$ cat config.mk
export PLATFORM = sky130hd
export DESIGN_NAME = uart_rx_byte
export DESIGN_NICKNAME = d
export VERILOG_FILES = /design/src/rtl/uart_pkg.sv /design/src/rtl/sync_2ff.sv /design/src/rtl/uart_rx_byte.sv
export SDC_FILE = /design/constraint.sdc
export NUM_CORES = 1
export LEC_CHECK = 0
export ABC_AREA = 1
export BUFFER_PORTS_ARGS = -buffer_cell sky130_fd_sc_hd__clkbuf_2
export CELL_PAD_IN_SITES_DETAIL_PLACEMENT = 0
export CELL_PAD_IN_SITES_GLOBAL_PLACEMENT = 1
export CORE_AREA = 3 3 75 77
export CTS_BUF_LIST = sky130_fd_sc_hd__clkbuf_8 sky130_fd_sc_hd__clkbuf_16
export DETAILED_ROUTE_END_ITERATION = 8
export DIE_AREA = 0 0 78 80
export PLACE_DENSITY_LB_ADDON = 0.1
export SYNTH_ARGS = -nofsm -noshare
export SYNTH_HDL_FRONTEND = slang
export SYNTH_SLANG_ARGS = --single-unit
$ cat constraint.sdc
create_clock -name clk -period 2.2 [get_ports clk]
set_clock_uncertainty 0.2 [all_clocks]
set_input_delay 0.44 -clock clk [delete_from_list [all_inputs] [get_ports clk]]
set_output_delay 0.44 -clock clk [all_outputs]
set_load 0.01 [all_outputs]
$ cat src/rtl/uart_pkg.sv
// Shared 8N1 serial-link definitions used by both the byte receiver and transmitter.
package uart_pkg;

  localparam int unsigned DEFAULT_CLKS_PER_BIT = 10417;  // 9600 baud from 100 MHz
  localparam int unsigned DATA_BITS            = 8;
  localparam int unsigned STOP_BITS            = 1;

  typedef enum logic [1:0] {
    IDLE  = 2'b00,
    START = 2'b01,
    DATA  = 2'b11,
    STOP  = 2'b10
  } uart_state_e;

endpackage

$ cat src/rtl/sync_2ff.sv
// Generic two-flop synchronizer for a single asynchronous bit, with selectable reset value.
module sync_2ff #(
  parameter logic RESET_VAL = 1'b0
) (
  input  logic clk,
  input  logic rst_n,
  input  logic d,
  output logic q
);

  logic s1;

  always_ff @(posedge clk or negedge rst_n) begin
    if (!rst_n) begin
      s1 <= RESET_VAL;
      q  <= RESET_VAL;
    end else begin
      s1 <= d;
      q  <= s1;
    end
  end

endmodule

$ cat src/rtl/uart_rx_byte.sv
// 8N1 byte receiver: centre-samples each bit of RXD and emits a data or framing-error strobe per frame.
module uart_rx_byte
  import uart_pkg::*;
#(
  parameter int unsigned CLKS_PER_BIT = DEFAULT_CLKS_PER_BIT
) (
  input  logic       clk,
  input  logic       rst_n,
  input  logic       rxd,
  output logic [7:0] data_out,
  output logic       data_valid,
  output logic       frame_err,
  output logic       busy
);

  localparam int unsigned HALF_BIT = CLKS_PER_BIT / 2;
  localparam int unsigned CNT_W    = $clog2(CLKS_PER_BIT);

  localparam logic [CNT_W-1:0] HALF_LAST = CNT_W'(HALF_BIT - 1);
  localparam logic [CNT_W-1:0] BIT_LAST  = CNT_W'(CLKS_PER_BIT - 1);
  localparam logic [2:0]       IDX_LAST  = 3'(DATA_BITS - 1);

  uart_state_e      state;
  logic [CNT_W-1:0] cnt;
  logic [2:0]       bit_idx;
  logic [7:0]       shreg;
  logic             s2;
  logic             prev;
  logic             start_edge;

  sync_2ff #(
    .RESET_VAL(1'b1)
  ) u_sync (
    .clk  (clk),
    .rst_n(rst_n),
    .d    (rxd),
    .q    (s2)
  );

  // History flop resets high so a low line at reset release is not taken as a start edge.
  always_ff @(posedge clk or negedge rst_n) begin
    if (!rst_n) prev <= 1'b1;
    else        prev <= s2;
  end

  assign start_edge = prev & ~s2;

  always_ff @(posedge clk or negedge rst_n) begin
    if (!rst_n) begin
      state      <= IDLE;
      cnt        <= '0;
      bit_idx    <= '0;
      shreg      <= '0;
      data_out   <= '0;
      data_valid <= 1'b0;
      frame_err  <= 1'b0;
      busy       <= 1'b0;
    end else begin
      data_valid <= 1'b0;
      frame_err  <= 1'b0;
      unique case (state)
        IDLE: begin
          if (start_edge) begin
            state <= START;
            cnt   <= '0;
            busy  <= 1'b1;
          end
        end
        START: begin
          if (cnt == HALF_LAST) begin
            cnt     <= '0;
            bit_idx <= '0;
            if (s2) begin
              state <= IDLE;
              busy  <= 1'b0;
            end else begin
              state <= DATA;
            end
          end else begin
            cnt <= cnt + CNT_W'(1);
          end
        end
        DATA: begin
          if (cnt == BIT_LAST) begin
            shreg   <= {s2, shreg[7:1]};
            cnt     <= '0;
            bit_idx <= bit_idx + 3'(1);
            if (bit_idx == IDX_LAST) state <= STOP;
          end else begin
            cnt <= cnt + CNT_W'(1);
          end
        end
        STOP: begin
          // Leave at mid-stop-bit so a back-to-back start bit is still caught.
          if (cnt == BIT_LAST) begin
            cnt   <= '0;
            state <= IDLE;
            busy  <= 1'b0;
            if (s2) begin
              data_out   <= shreg;
              data_valid <= 1'b1;
            end else begin
              frame_err  <= 1'b1;
            end
          end else begin
            cnt <= cnt + CNT_W'(1);
          end
        end
        default: begin
          state <= IDLE;
          busy  <= 1'b0;
        end
      endcase
    end
  end

endmodule

### After elaboration in Yosys (flattened, before gate mapping)

Cells that the tools add are included.
Widths: inputs -> output; s select.

* word-level logic and storage cells: 61
* output and inout port bits: 11
* bits of input ports: 3
* bits in registers: 41

* multiplexer cells: 25
* bitwise operators: 2
* $add $sub $neg: 2
* equality and inequality tests: 12
* reductions and logical operators: 9

Operators with widths (number)
* $mux 14: 3
* $pmux 14 s3: 1
* $add 14x1->14 const B: 1
* $eq 14x13->1 const B: 1
* $eq 14x14->1 const B: 1
* $mux 2: 6
* $mux 1: 10
* $ne 2x2->1 const B: 5
* $reduce_and 5->1: 2
* $pmux 2 s4: 1
* $mux 3: 2
* $pmux 3 s2: 1
* $reduce_and 3->1: 2
* $eq 2x2->1 const B: 2
* $add 3x1->3 const B: 1
* $eq 3x3->1 const B: 1
* $pmux 1 s3: 1
* $reduce_bool 3->1: 1
* $eq 2x1->1 const B: 1
* $logic_not 2->1: 1
* $ne 2x1->1 const B: 1
* $reduce_and 2->1: 1
* $reduce_bool 2->1: 1
* $reduce_or 2->1: 1
* other kinds (2): 2

### Longest topological paths before layout

* word-level depth: 4
* depth in mapped cells: 12
* mapped depth without buffers: 12

### Cells and area by module

Synthesis repeated with hierarchy kept, for this count alone.

* cell total of the unflattened synthesis: 262
* area, all modules: 2270.9 µm²

Modules (own cells, without submodules)
* uart_rx_byte: times used 1, seq. area each 977.2 µm², cells each 260, area each 2218.4 µm²
* sync_2ff: times used 1, seq. area each 52.6 µm², cells each 2, area each 52.6 µm²

### Worst setup path after synthesis

No wires, ideal clock.

* kind: register to register
* start point: reg cnt[0]
* end point: reg cnt[11]
* stages on the path, launching flop included: 13
* required time: 1.882 ns
* arrival time: 1.412 ns
* path buffers: 1
* library setup time: 0.118 ns
* period minus slack after synthesis: 1.730 ns
* setup slack: 0.470 ns
* cell sequence: dfrtp_1 inv_1 ha_1 nand2_1 clkinv_1 nand2_1 nor2_1 nand2_2 nand2_2 nand3_4 buf_6 nand3b_1 nand2_1

* longest elaborated chain between the ends: 3
* elaborated cells on any way between the ends: 6
* classes of those cells: add/sub: 1; eq/ne: 2; mux: 3

Ends and longest elaborated chain
* from (decl): line uart_rx_byte.sv:24 `logic [CNT_W-1:0] cnt;`
* from (signal assigned): line uart_rx_byte.sv:80 `cnt <= cnt + CNT_W'(1);`
* from (signal assigned): line uart_rx_byte.sv:90 `cnt <= cnt + CNT_W'(1);`
* from (signal assigned): line uart_rx_byte.sv:106 `cnt <= cnt + CNT_W'(1);`
* $add 14x1->14, or another cell as far along: line uart_rx_byte.sv:80, uart_rx_byte.sv:90, uart_rx_byte.sv:106
* $mux 14, on equally long branches: line uart_rx_byte.sv:84, uart_rx_byte.sv:95, uart_rx_byte.sv:70
* $pmux 14 s3 (*): line uart_rx_byte.sv:61 `unique case (state)`

Every way passes the cells marked *; elsewhere a longest branch is shown, timed or not.
A chain may end at the register's enable or synchronous reset.

### Worst setup path after layout

* start point: reg cnt[0]
* end point: reg cnt[1]

The elaborated chain is that of the path after synthesis.

==> results.toml <==
[logic_synthesis]
syn_area_sq_um = 2230
synth_top_cell_by_area = "dfrtp_1"
async_reset_ff_share_pct = 100
synth_cell_types = 31
synth_edf_count = 0
synth_ff_type = "dfrtp_1"
synth_top_area_share_pct = 42.6
synth_seq_cells = 41
ys_warn_count = 0
yosysSeqAreaShare_pct = 46.1
synth_top_cells_by_area = "dfrtp_1 (43%), nand2_1 (15%), nand3_1 (6.3%), ha_1 (4.5%), o21ai_0 (4.3%)"
post-synth-top-count-cell = "nand2_1"
synth_commonest_cells = "nand2_1 (89), dfrtp_1 (38), nand3_1 (28)"
syn_nets = 293
syn-instance-count = 282
syn_avg_cell_area_sq_um = 7.92

[grt]
grt_usage_pct = 18.1
grt_pass1_wl_um = 8760
antenna_found_initial = 0
grt_pass1_vias = 1779
grt_max_degree = 42
grt_overflow_total = 0

[worst_hold_path]
hp-class = "input pin to async pin"

[detailed_routing]
drt_iter0_markers = 130
ant_nets = 0
dr.pass1.iters = 4
via_per_inst = 4.83
drc = 0
wl_per_cell_um = 13.3
num_vias = 1798
drt_wl_total_um = 4970

[flow_run]
drv_cap = 0

[clocking]
root_buffer = "clkbuf_8"
post_cts_buffers = 0
clk_latency_ns = 0.29
cts_tree = "done"
cts_max_path_buffers = 2
path_clk_slew_ns = 0.08
numCtsBuffers = 5
htree_levels = 2
cts.sinks = 41

[timing]
max_freq_ghz = 0.519
rsz0062_at_grt = "false"
period_needed_ns = 1.93
drv_slew = 0
hold_viol = 4
setup_tns_ns = 0
holdWs_ns = -0.000712
setup_slack_ns = 0.272
finalCritPeriodShare_pct = 87.7
tightest_slew_ns = 0.529
maxSlewHeadroom_pct = 64.7
setup_viol = 0

[pwr]
ir_worst_vdd_uv = 649
p_per_area_nw_per_um2 = 789
p_leak_nw = 1.23
p_total_mw = 1.96

[worst_setup_path]
reg2reg_to = "cnt[1]"
worstPathArrival_ns = 1.90
startpoint = "cnt[0]"
critPathKind = "flip-flop to flip-flop"
rrSetupSlack_ns = 0.27
start_kind = "flip-flop"
critPathCaptureType = "flip-flop"
path_max_fanout = 14
reg2regPathDepth = 11
cp_data_required_time_ns = 2.17
regToRegStartpoint = "cnt[0]"
cp-endpoint = "cnt[1]"

[final_layout]
fin_nets = 312
syn_to_final_growth_pct = 11.1
drive_above_1_share_pct = 15.6
num_antenna_cells = 0

[floorplan]
core-area_sq_um = 5070
num_rows = 26
die_x_um = 78
pin_count = 14
dieArea_sq_um = 6240
initial_utilization_pct = 44.0
die-height_um = 80

[status]
status = "complete, but fails checks"
violations = "hold timing"

[place]
io_buffers = 13
place_hpwl_um = 3530
dp_slack_ns = 0.260
place_congestion = 0.866
-- metal layers --
metal	global-route usage [%]	wire, um
met5	0	0
met4	5.24	23
met3	4.18	181
met2	27.6	2170
met1	25.6	2590
-- cell families after synthesis --
| family | after synthesis | synth area share, % |
|---|---|---|
| xor+xnor | 5 | 1.96 |
| compound gates | 27 | 6.33 |
| buf+inv | 35 | 6.38 |
| flops | 41 | 46.1 |
| simple gates | 166 | 34.8 |
| fa+ha+maj | 8 | 4.48 |
-- critical path, stage by stage (launching register included) --
cell and delay, ns:
dfrtp_1 0.40, inv_1 0.11, ha_1 0.20, nand2_1 0.06, clkinv_1 0.05, nand2_1 0.04, nor2_1 0.14, nand2_2 0.10
nand2_2 0.10, nand3_4 0.19, nand3_1 0.12, o21ai_0 0.09
-- layout make-up --
class	instances	area, sq um
Fill cell	556	2590
Clock inverter	2	13.8
Inverter	31	118
Sequential cell	41	1030
Multi-Input combinational cell	206	1060
Clock buffer	6	82.6
Tap cell	70	87.6
Timing Repair Buffer	16	90.1
-- state kept, by name (all words and copies together), names as in the netlist --
signal and cells:
prev 1, u_sync.s1 1, frame_err 1, bit_idx 3
u_sync.q 1, state 2, data_out 8, data_valid 1
cnt 14, shreg 8, busy 1
-- where the power goes --
part           total, mW  leakage, nW  switching [mW]  internal (mW)
clock network      0.533       0.0512           0.278          0.255
logic              0.594        0.627           0.430          0.164
registers          0.834        0.557          0.0347          0.799
-- metrics by stage --
stage	utilization, %	area, sq um	std cells
after global placement	46.8	2380	363
after global routing	48.9	2480	372
after floorplan	-	2230	282
after detailed placement	46.8	2380	363
after CTS	48.7	2470	371
final	48.9	2480	372
-- layout by cell type (no fill, tap or decap), drive strengths merged --
master / netlist / routed
nor3b: 1 / 1
nor2: 27 / 27
dfstp: 3 / 3
o211ai: 1 / 1
ha: 8 / 8
nand2: 95 / 95
a21oi: 2 / 2
clkinv: 4 / 6
nor4: 2 / 2
clkbuf: 0 / 19
dlygate4sd3: 0 / 1
o21ai: 24 / 24
nand3: 31 / 31
inv: 27 / 27
dfrtp: 38 / 38
nor3: 1 / 1
nand4: 4 / 4
nand3b: 5 / 5
buf: 4 / 2
xor2: 5 / 5
-- timing repair --
| action | in CTS | in global routing |
|---|---|---|
| hold buffers | 0 | 1 |
| resized for setup | 0 | 0 |
| hold endpoints to repair | 0 | 1 |
-- how the worst min path moves through the flow --
stage,startpoint,end,slack (ns),cells after the start
after floorplan,rst_n,bit_idx[0],-0.06,0
after global placement,u_sync.s1,u_sync.q,0.15,0
after detailed placement,u_sync.s1,u_sync.q,0.16,0
after CTS,rxd,u_sync.s1,0.005,1
after global routing,rst_n,cnt[5],0.03,2
final,rst_n,cnt[5],-0.0007,2
(Power assumes the default switching activity.)
